### src/rtl/asic_mmio_bridge.sv
// Bridges a valid/ready MMIO request/response channel onto the accelerator wrapper's
// single-cycle chip-select/address/we strobe bus with its one-cycle registered read data.
module asic_mmio_bridge #(
    parameter int NUM_CHIPS  = 2,
    parameter int ENDIAN_BIT = 17
) (
    input  logic        clk,
    input  logic        rst,
    input  logic        req_valid,
    output logic        req_ready,
    input  logic        req_we,
    input  logic [31:0] req_addr,
    input  logic [3:0]  req_be,
    input  logic [31:0] req_wdata,
    output logic        resp_valid,
    input  logic        resp_ready,
    output logic [31:0] resp_rdata,
    output logic        resp_err,
    output logic        asic_we,
    output logic        asic_endian,
    output logic [6:0]  asic_chip,
    output logic [7:0]  asic_address,
    output logic [31:0] asic_wdata,
    input  logic [31:0] asic_rdata,
    output logic [1:0]  dbg_state
);

    // Handshakes: a request transfers on a clock edge where req_valid && req_ready;
    // a response transfers on an edge where resp_valid && resp_ready. Once a side
    // raises valid its payload stays stable until the transfer edge.

    typedef enum logic [1:0] {
        S_IDLE    = 2'd0,
        S_ISSUE   = 2'd1,
        S_CAPTURE = 2'd2,
        S_RESP    = 2'd3
    } state_t;

    localparam logic [7:0] LP_NUM_CHIPS = 8'(NUM_CHIPS);

    state_t      r_state;
    state_t      w_next;
    logic        r_we;
    logic [31:0] r_rdata;
    logic        r_err;
    logic        r_asic_we;
    logic        r_asic_endian;
    logic [6:0]  r_asic_chip;
    logic [7:0]  r_asic_address;
    logic [31:0] r_asic_wdata;

    logic        w_accept;
    logic [6:0]  w_chip;
    logic        w_dec_err;
    logic        w_unused_addr;

    assign w_chip        = req_addr[16:10];
    assign w_unused_addr = ^req_addr;
    assign w_accept      = req_valid && req_ready;

    // Any decode fault short-circuits straight to a response; the wrapper never sees it.
    assign w_dec_err = (req_addr[1:0] != 2'b00)
                    || (w_chip == 7'd0)
                    || ({1'b0, w_chip} >= LP_NUM_CHIPS)
                    || (req_we && (req_be != 4'hF));

    always_comb begin
        w_next     = r_state;
        req_ready  = (r_state == S_IDLE) && !rst;
        resp_valid = (r_state == S_RESP);
        case (r_state)
            S_IDLE: begin
                if (w_accept) begin
                    w_next = w_dec_err ? S_RESP : S_ISSUE;
                end
            end
            S_ISSUE:   w_next = S_CAPTURE;
            S_CAPTURE: w_next = S_RESP;
            S_RESP: begin
                if (resp_ready) begin
                    w_next = S_IDLE;
                end
            end
            default:   w_next = S_IDLE;
        endcase
    end

    always_ff @(posedge clk) begin
        if (rst) begin
            r_state        <= S_IDLE;
            r_we           <= 1'b0;
            r_rdata        <= 32'd0;
            r_err          <= 1'b0;
            r_asic_we      <= 1'b0;
            r_asic_endian  <= 1'b0;
            r_asic_chip    <= 7'd0;
            r_asic_address <= 8'd0;
            r_asic_wdata   <= 32'd0;
        end else begin
            r_state        <= w_next;
            r_asic_we      <= 1'b0;
            r_asic_endian  <= 1'b0;
            r_asic_chip    <= 7'd0;
            r_asic_address <= 8'd0;
            r_asic_wdata   <= 32'd0;
            if ((r_state == S_IDLE) && w_accept) begin
                r_we <= req_we;
                if (w_dec_err) begin
                    r_err   <= 1'b1;
                    r_rdata <= 32'd0;
                end else begin
                    // Loaded on the accept edge so the bus is live for exactly the ISSUE cycle.
                    r_asic_we      <= req_we;
                    r_asic_endian  <= req_addr[ENDIAN_BIT];
                    r_asic_chip    <= w_chip;
                    r_asic_address <= req_addr[9:2];
                    r_asic_wdata   <= req_wdata;
                end
            end
            if (r_state == S_CAPTURE) begin
                r_rdata <= r_we ? 32'd0 : asic_rdata;
                r_err   <= 1'b0;
            end
        end
    end

    assign resp_rdata   = r_rdata;
    assign resp_err     = r_err;
    assign asic_we      = r_asic_we;
    assign asic_endian  = r_asic_endian;
    assign asic_chip    = r_asic_chip;
    assign asic_address = r_asic_address;
    assign asic_wdata   = r_asic_wdata;
    assign dbg_state    = r_state;

endmodule

### config.mk
export PLATFORM = sky130hd
export DESIGN_NAME = asic_mmio_bridge
export DESIGN_NICKNAME = d
export VERILOG_FILES = /design/src/rtl/asic_mmio_bridge.sv
export SDC_FILE = /design/constraint.sdc
export NUM_CORES = 1
export LEC_CHECK = 0
export CAP_MARGIN = 10
export CORE_ASPECT_RATIO = 1.5
export CORE_MARGIN = 2
export CORE_UTILIZATION = 36
export CTS_CLUSTER_SIZE = 14
export DETAILED_ROUTE_END_ITERATION = 10
export PLACE_DENSITY = 0.9
export SLEW_MARGIN = 10
export SYNTH_ARGS = -nofsm -noshare
export SYNTH_HDL_FRONTEND = slang
export SYNTH_SLANG_ARGS = --single-unit
### constraint.sdc
create_clock -name clk -period 2.9 [get_ports clk]
set_input_delay 0.435 -clock clk [delete_from_list [all_inputs] [get_ports clk]]
set_output_delay 0.435 -clock clk [all_outputs]
set_load 0.03 [all_outputs]
; ---- Word-level counts from Yosys, hierarchy flattened
; Index checks and enable logic that the tools add are counted.
[totals]
reg_bits = 85
latchBits = 0
mem_bits_rw = 0
mem_bits_ro = 0
elab_cells = 43
memories = 0
[op_classes]
addsub = 0
multipliers = 0
n_div = 0
order_cmp = 1
n_eq_ne = 6
shifts = 0
n_mux = 8
n_bitwise = 1
reduce_logical = 18
[op_table]
columns = op, count
row1 = 2-to-1 mux 32 bit, 4
row2 = one-hot mux 2 bit (4 select lines), 1
row3 = greater-or-equal comparator 7 x 2 -> 1 bit (second input constant), 1
row4 = logical NOT 7 bit, 1
row5 = 2-to-1 mux 2 bit, 3
row6 = AND reduction 2 bit, 3
row7 = nonzero test 2 bit, 3
row8 = == test 2 bit (second input constant), 2
row9 = logical AND 1 bit, 4
row10 = inequality test 4 bit (second input constant), 1
row11 = logical OR 1 bit, 3
row12 = OR reduction 3 bit, 1
row13 = == test 2 x 1 -> 1 bit (second input constant), 1
row14 = logical NOT 2 bit, 1
row15 = inequality test 2 x 1 -> 1 bit (second input constant), 1
row16 = inequality test 2 bit (second input constant), 1
row17 = OR reduction 2 bit, 1
row18 = logical NOT 1 bit, 1
row19 = NOT 1 bit, 1

; ---- Depth between registers and ports, before layout
; Gate-level depths: netlist (run 1).
[depth]
depth_word = 7
ltp_mapped = 8

; ---- Worst setup path after synthesis (run 1)
; No wires, ideal clock.
[synth_timing]
kind = flip-flop to flip-flop
startpoint = register r_state[0], in the netlist dbg_state[0]
endpoint = register r_rdata[21], in the netlist resp_rdata[21]
arrival_time_ns = 2.009
required_ns = 2.783
setup_slack_ns = 0.774
stages_incl_launch_ff = 9
cell_sequence = dfxtp_1 -> inv_1 -> ha_1 -> nor2b_1 -> and2_1 -> buf_2 -> a21oi_4 -> buf_6 -> a22o_2
[synth_via]
elab_chain_len = 6
word_cells_on_any_way = 9
[synth_rtl]
columns = element, line
row1 = start: declaration, 41  ; state_t r_state;
row2 = start signal: assignment, 100  ; r_state <= w_next;
row3 = logical NOT 2 bit, 69  ; req_ready = (r_state == S_IDLE) && !rst;
row4 = logical AND 1 bit, 69
row5 = net req_ready, 10  ; output logic req_ready,
row6 = logical AND 1 bit, 59  ; assign w_accept = req_valid && req_ready;
row7 = logical AND 1 bit, 106  ; if ((r_state == S_IDLE) && w_accept) begin
row8 = nonzero test 2 bit (no line), n/a
row9 = AND reduction 2 bit (no line), n/a
row10 = end signal: assignment, 121  ; r_rdata <= r_we ? 32'd0 : asic_rdata;
row11 = end: declaration, 44  ; logic [31:0] r_rdata;
; The timed path passes the listed nets, and every way through them passes these cells.
; A chain may end at the register's enable or synchronous reset.

; ---- Worst setup path after layout (run 1)
[layout_timing]
startpoint = input port rst
endpoint = output port req_ready
[layout_via]
elab_chain_len = 2
[layout_rtl]
columns = element, line
row1 = start: declaration, 8  ; input logic rst,
row2 = logical NOT 1 bit, 69
row3 = logical AND 1 bit, 69
row4 = end: declaration, 10
; Every way passes these cells.

==> summary by stage, run 1 <==
Status
The flow ran to the end, and the final reports show no timing, DRC or antenna violations.

Floorplan
The floorplan step set the die height to about 110 um. The floorplan has 38 rows. The die covers 0.00796 mm^2. The width of the die is around 74 um. The number of top-level pins is between 150 and 200. The initial standard-cell utilization of the core is roughly 37%. The area inside the core boundary is ~0.0071 mm^2.

CTS
The total CTS buffers is 9. TritonCTS built the clock tree. The total of cells resized after clock tree synthesis is 0.

The register clock-pin slew on the reported worst setup and hold paths is 80 ps. The level count of the clock H-tree is 3. The count of hold buffers inserted by post-cts repair is 0. After clock tree synthesis, the setup repair step added 0 buffers. The clock sink count is between 80 and 90. In this run the clock root is driven by a sky130_fd_sc_hd__clkbuf_8. The longest clock path from root to sink contains 2 buffers.

The clock latency on the worst-skew pair is 340 ps.

STA
The part of the cycle the worst path needs is roughly 83%. The worst clock skew on the final layout is roughly 6.5 ps. The total count of max-transition violations in the final report is 0.

For this run, the top clock speed supported by timing is approximately 420 MHz. The final critical path time including I/O delays and setup is roughly 2400 ps. Setup violations remaining at the end of the flow were counted as 0. The count of final hold-check violations was 0.

Setup repair after global routing left no endpoint under its margin. In the post-route analysis, the smallest setup slack over all paths is between 500 and 600 ps. Summed over all failing endpoints, the final setup total negative slack is 0 ps.

Place
The final HPWL from detailed placement is 5620 um. Timing analysis after detailed placement gives a worst setup slack of about 520 ps. At the end of routability-driven placement, the weighted congestion stood at 0.712. The total placed cells including tap cells is roughly 460. Input and output buffers added on the ports amount to between 150 and 200.

Routing
Dividing the detail-routed via count by the number of cells gives between 4 and 5. The count of antenna-violating nets left after detailed routing is 0. The first detailed-routing pass took 4 iterations.

The routed layout has between 2,000 and 2,500 vias. For this block, the routed nets add up to roughly 7400 um of wire. After detailed routing, the number of remaining DRC violations is 0. In this run, the number of DRC markers left after iteration 0 of detailed routing was 46. In the final routed layout, each cell accounts on average for 15.5 um.

Setup path
The cell at the slowest stage of the critical path is sky130_fd_sc_hd__clkdlybuf4s50_1. The nature of the critical path startpoint is a primary input. For the worst setup path, the data arrival time is slightly below 2000 ps. The cell occurring most often along the worst timing path is sky130_fd_sc_hd__clkdlybuf4s50_1. The buffers plus inverters on the worst setup path is 2. The category of the worst setup path capture point is an output pin. On the worst path, the slowest cell contributes a delay of between 700 and 800 ps. In this run the worst path has a maximum fanout of 7. The reg2reg setup slack is ~1100 ps. The critical path is of the primary input to output pin type. Walking the worst path, the cells encountered are clkdlybuf4s50_1 > nor2b_1 > clkdlybuf4s50_1. The required time at the worst-slack endpoint is about 2500 ps. The critical path's top delay family is buffers and inverters.

Logic synthesis
Synthesis handed over a netlist of 208 instances. The average footprint of a synthesized cell is roughly 13 um^2. The synthesized netlist occupies a cell area of roughly 0.0026 mm^2. The count of state elements after synthesis is 85. The number of warning messages in the yosys log is 0. The largest total area in the synthesized netlist belongs to sky130_fd_sc_hd__dfxtp_1.

By area the synthesized netlist is led by sky130_fd_sc_hd__dfxtp_1 65%, sky130_fd_sc_hd__and3_1 9.8%, sky130_fd_sc_hd__a22o_2 8.8%. Sequential elements use approximately two thirds of the synthesized area. The count of cell types in the netlist is 28.

The share of synthesized area in the top cell type comes to approximately 65%.

Layout
0 antenna diodes ended up in the layout. Leaving out filler cells and counting taps, the final layout contains ~480. Relative to the synthesized area, the layout overhead comes to 77.5%. The final layout contains ~500 nets.

The post-route netlist has between 10% and 20% of its cells at a drive strength greater than 1.

Pwr
After layout, the design draws a total of roughly 0.0030 W. The areal power density over the cells is about 650 mW/mm^2. IR analysis of the VDD net gives a maximum drop of around 0.45 mV. Summed over all cells, the static leakage comes to 1.95 nW.

Global route
The via count of the first global-routing pass is between 2,000 and 2,500. In the global route stage, overall resource usage came out at a little under a fifth. The number of antenna violations at the first check in global routing is 0.

The wire length of the first global-routing pass is 11,100 um. The total overflow reported by the global router is 0. The maximum number of pins on one net before global-route repair is 43.

For met1 alone, demand over resource in global routing was 18.2%. The met2 global-route usage is roughly a third. Global routing used roughly 8% of the available met3 tracks.

The layer with the highest usage after global routing is met2.

Job
The max-capacitance violation count is 0.

Min path
The min-delay analysis places its worst path in the category flop to flop.
-- final timing paths --
check                     from        endpoint  cells after the start
setup / recovery           rst       req_ready                      3
setup reg to reg  dbg_state[1]  resp_rdata[26]                      7
hold reg to reg       resp_err        resp_err                      2
hold / removal        resp_err        resp_err                      2
-- cell usage after synthesis --
library cell / instances
sky130_fd_sc_hd__a211o_1: 1
sky130_fd_sc_hd__a21oi_4: 1
sky130_fd_sc_hd__nor2b_1: 1
sky130_fd_sc_hd__dfxtp_1: 85
sky130_fd_sc_hd__nor3_1: 3
sky130_fd_sc_hd__buf_6: 3
sky130_fd_sc_hd__nor3b_1: 1
sky130_fd_sc_hd__nand3b_1: 1
sky130_fd_sc_hd__nand2b_1: 1
sky130_fd_sc_hd__a21oi_1: 2
sky130_fd_sc_hd__and3_1: 41
sky130_fd_sc_hd__nand2_1: 2
sky130_fd_sc_hd__ha_1: 4
sky130_fd_sc_hd__a22o_2: 23
sky130_fd_sc_hd__and2_1: 1
sky130_fd_sc_hd__or2_2: 1
sky130_fd_sc_hd__nor2_1: 4
sky130_fd_sc_hd__a22o_1: 10
sky130_fd_sc_hd__clkbuf_1: 11
sky130_fd_sc_hd__conb_1: 1
sky130_fd_sc_hd__o21ai_0: 1
sky130_fd_sc_hd__buf_2: 1
sky130_fd_sc_hd__o2111a_1: 1
sky130_fd_sc_hd__nor4b_4: 1
sky130_fd_sc_hd__inv_1: 4
sky130_fd_sc_hd__a211oi_1: 1
sky130_fd_sc_hd__o2111ai_2: 1
sky130_fd_sc_hd__and4_1: 1
-- stage by stage --
| step | hold slack (ps) | utilization, % | area [um^2] |
|---|---|---|---|
| 2_1_floorplan | 458 | - | 2630 |
| 3_5_place_dp | 457 | 62.4 | 4450 |
| 5_1_grt | 497 | 64.9 | 4630 |
| 6_report | 478 | 64.9 | 4630 |
| 3_3_place_gp | 455 | 62.4 | 4450 |
| 4_1_cts | 480 | 64.9 | 4630 |
-- cells in the final DEF, fill, tap and decap left out --
cell                              synthesis  final
sky130_fd_sc_hd__a211oi_1                 1      1
sky130_fd_sc_hd__nand3b_1                 1      1
sky130_fd_sc_hd__and4_1                   1      1
sky130_fd_sc_hd__nand2_1                  2      2
sky130_fd_sc_hd__and3_1                  41     41
sky130_fd_sc_hd__nand2b_1                 1      1
sky130_fd_sc_hd__o2111ai_2                1      1
sky130_fd_sc_hd__a211o_1                  1      1
sky130_fd_sc_hd__nor2_1                   4      4
sky130_fd_sc_hd__a21oi_4                  1      1
sky130_fd_sc_hd__nor2b_1                  1      1
sky130_fd_sc_hd__buf_4                    0      5
sky130_fd_sc_hd__ha_1                     4      4
sky130_fd_sc_hd__a22o_2                  23     23
sky130_fd_sc_hd__or2_2                    1      1
sky130_fd_sc_hd__dfxtp_1                 85     85
sky130_fd_sc_hd__a21oi_1                  2      2
sky130_fd_sc_hd__nor3_1                   3      3
sky130_fd_sc_hd__clkbuf_1                11      1
sky130_fd_sc_hd__clkinvlp_4               0      1
sky130_fd_sc_hd__clkinv_2                 0      3
sky130_fd_sc_hd__a22o_1                  10     10
sky130_fd_sc_hd__o21ai_0                  1      1
sky130_fd_sc_hd__and2_1                   1      1
sky130_fd_sc_hd__o2111a_1                 1      1
sky130_fd_sc_hd__conb_1                   1      6
sky130_fd_sc_hd__clkbuf_8                 0     11
sky130_fd_sc_hd__nor3b_2                  0      1
sky130_fd_sc_hd__clkdlybuf4s50_1          0    176
sky130_fd_sc_hd__inv_1                    4      4
sky130_fd_sc_hd__nor4b_4                  1      1
-- report_power, final --
group / leakage, nW / switching [W] / internal [W] / total, W
Clock: 0.0921 / 0.000388 / 0.000354 / 0.000742
Combinational: 1.17 / 0.000479 / 0.000434 / 0.000914
Sequential: 0.690 / 0.0000584 / 0.00127 / 0.00133
-- per-layer routing --
layer	part of all wire, %	wire length [um]	vias to the layer above
met4	2.2	164	0
met2	54	3960	116
met1	35	2590	1031
met5	0	0	-
li1	-	-	1098
met3	9.1	668	13
-- layout make-up --
class | count | area [um^2]
tap | 80 | 100
clock buffer | 12 | 155
multi-input combinational | 109 | 836
inverter | 4 | 15.0
timing repair buffer | 181 | 1800
clock inverter | 4 | 22.5
fill | 572 | 2500
sequential | 85 | 1700
-- worst min-delay path: stages, from the launching register on --
cell and delay, ps:
sky130_fd_sc_hd__dfxtp_1 340, sky130_fd_sc_hd__a21oi_1 40, sky130_fd_sc_hd__nor2_1 70
-- registers in the layout, indices dropped and copies added (netlist names) --
register      cells
asic_endian       1
asic_address      8
dbg_state         2
asic_wdata       32
r_we              1
asic_we           1
resp_rdata       32
resp_err          1
asic_chip         7
-- logic make-up after synthesis --
family | count (synthesis) | share of synthesized area [%]
DFF | 85 | 65.2
buffers and inverters | 19 | 3.64
other | 1 | 0.144
and+or+nand+nor | 58 | 14.1
adders and majority gates | 4 | 1.92
AOI/OAI and AO/OA | 41 | 15.0
Power figures use the tool's default switching activity.
==> run 2, diff against run 1 <==
- CORE_UTILIZATION: 36 -> 31
- PLACE_DENSITY: 0.9 -> 0.83
- clock period: 2.9 -> 2.2 ns (I/O delays scaled with it)
==> run 2 against run 1 <==
- first-iteration DRC count grew 130%
- die area rose by 15%
- clock skew fell by 1.4 ps
- non-clock buffer count grew 2
- clock-buffer cell count shrank 1
- utilization shrank 6.7 points
- design area up 4.5%
- clock power is 120% higher
- sequential share of layout area decreased by 1.6 points
- highest routed layer unchanged
- hold slack got worse by 5.9 ps
- total power up 54%
==> summary by stage, run 2 (synthesized netlist as in run 1, its figures left out) <==
Status
The flow ran to the end, and the final reports show no timing, DRC or antenna violations.

Pwr
The power dissipated by switching net loads is 0.00129 W. Per report_power, the clock group accounts for roughly a third of the total. Cell internal power was estimated by the tool at 0.00330 W. The combinational group share of total power is between 20% and 30%. VDD sags by at most approximately 0.47 mV. Net switching is roughly 28% of the power. The areal power density over the cells is ~950 mW/mm^2. The analysis attributes to cell leakage a power of between 2 and 2.5 nW. Registers are responsible for approximately two fifths of the overall power.

Routing
For this block, the via count after detailed routing is ~2,200. The remaining design rule violation count is 0. The first-pass iteration count of the detailed router is 4.

In this run the remaining antenna-violating nets after routing total 0. After detailed routing, the number of vias per cell comes to approximately 4.4. After detailed routing, the average wire length per cell comes to approximately 14 um. Wires add up to around 7000 um. After the first detailed-routing iteration, the DRC count stood at between 100 and 150.

Min path
The path class of the tightest hold or removal check is flop to flop. Along the worst hold path, the cell count comes to 1. The start point of the worst min-delay path is resp_rdata[0].

STA
Summed over all failing endpoints, the final setup total negative slack is 0 ps. Subtracting the final worst setup slack from the clock period gives just under 2000 ps. The maximum achievable frequency is around 510 MHz. The number of endpoints failing setup at the final stage is 0. Setup repair after global routing left no endpoint under its margin. The part of the cycle the worst path needs is between 80% and 90%. The total count of max-transition violations in the final report is 0. The count of final hold-check violations is 0. The worst clock skew on the final layout is about 5.1 ps.

CTS
The total setup buffers inserted after CTS is 0. The register clock-pin slew on the reported worst setup and hold paths is 60 ps. The deepest clock path buffer count is 2.

Buffers inserted during clock tree synthesis total 9. For this design, the sink count on the clock tree is 85. The clock latency on the worst-skew pair is approximately 330 ps. The clock tree from TritonCTS is done. Gates resized during post-CTS repair numbered 1. The root buffer cell is sky130_fd_sc_hd__clkbuf_16. The clock tree synthesis step divided the H-tree into 3 levels. The count of hold buffers inserted by post-cts repair is 0.

Setup path
The reg2reg setup slack is 550 ps. The worst stage delay on the critical path is about 700 ps. The nature of the critical path startpoint is a flop. The category of the worst setup path capture point is an output pin. The startpoint identified for the worst register-to-register timing path is dbg_state[0]. The arrival time reported for the critical path endpoint is 1630 ps. The critical path startpoint is dbg_state[1].

The category of the critical setup timing path is flop to output pin. STA puts the critical path data required time at 1870 ps. The largest fanout on the critical path is 5. The cell at the slowest stage of the critical path is sky130_fd_sc_hd__clkdlybuf4s50_1. The signal on the critical path passes through ha_1 > clkdlybuf4s50_1.

The cell depth of the worst flop-to-flop path is 7.

Floorplan
The height of the die is roughly 120 um. The number of cell rows is 41. The area inside the core boundary is about 0.0083 mm^2. The initial utilization of the core area, before any placement, comes to 31.4%. The number of top-level pins is about 190.

The width of the die is between 70 and 80 um. The die area is just over 0.009 mm^2.

Layout
The layout overhead on the synthesized area is 85.4%. The flip-flop and latch area is around 0.0017 mm^2. The number of nets at the end of the flow is between 500 and 600.

Of the cells placed in the final design, the portion with a size suffix greater than 1 is approximately an eighth. 0 antenna diodes ended up in the layout. In the layout the commonest cells are 175 x sky130_fd_sc_hd__clkdlybuf4s50_1, 85 x sky130_fd_sc_hd__dfxtp_1, 41 x sky130_fd_sc_hd__and3_1.

Cells fill 58.2% of the core in the end. The number of filler instances in the final layout is around 710. The leading cell type in the layout, fill and taps excluded is sky130_fd_sc_hd__clkdlybuf4s50_1. In the final layout, the multi-input gates occupy 836 um^2.

Global route
The number of antenna violations at the first check in global routing came to 0. Global routing used 15.3% of the available tracks across all layers. Entering global routing, the biggest net connects 33 pins. The via count of the first global-routing pass is around 2,200. The wire length of the first global-routing pass is approximately 11,000 um. The total overflow reported by the global router is 0.

Place
Port buffering added 176 buffers. Routability-driven placement finished with a final weighted congestion of about 0.72. Detailed placement finished with a half-perimeter wire length of 5350 um.

Job
The tool flagged a number of max-cap violations equal to 0.
[run 2: path summary, 6_finish.rpt]
check                  end
max             resp_valid
min          resp_rdata[0]
max reg2reg  resp_rdata[7]
min reg2reg  resp_rdata[0]
[run 2: per-layer routing]
metal | routed length, um | GRT usage, % | vias up
met1 | 2800 | 16.8 | 998
met4 | 159 | 8.28 | 0
met3 | 678 | 5.87 | 15
li1 | - | - | 1106
met5 | 0 | 0 | -
met2 | 3460 | 25.4 | 118
[run 2: critical path: cells and delay by family, from the launching register on]
kind	cells	cell delay, ps
flip-flops	1	400
adder cells (fa/ha/maj)	1	210
buffers and inverters	1	700
[run 2: area by class of cell]
class	instances	area share [%]
clock buffers	11	5.02
clock inverters	5	1.71
inverters	4	0.310
multi-input cells	109	17.3
flip-flops and latches	85	35.2
well taps	107	2.77
repair buffers	183	37.7
[run 2: power by group through the flow]
stage	combinational (W)	sequential, W	clock (W)
finish	0.00122	0.00176	0.00161
global route	0.00129	0.00178	0.00173
CTS	0.00123	0.00176	0.00166
detailed placement	0.00123	0.00179	0
global placement	0.00120	0.00178	0
floorplan	0.000417	0.00206	0
[run 2: stage by stage]
step                      instance area (um^2)  hold WS, ps  cells  power, W  setup WS [ps]
after floorplan                           2630          399    213   0.00247           74.3
after global placement                    4510          454    488   0.00298            197
after detailed placement                  4510          456    488   0.00302            165
after CTS                                 4840          475    504   0.00465            222
after global routing                      4840          491    504   0.00480            151
final                                     4840          472    504   0.00459            237
==> run 3, diff against run 2 <==
- CAP_MARGIN: 10 -> 20
==> results of run 3 <==
No change in the layout: final DEF, timing and power equal those of run 2.
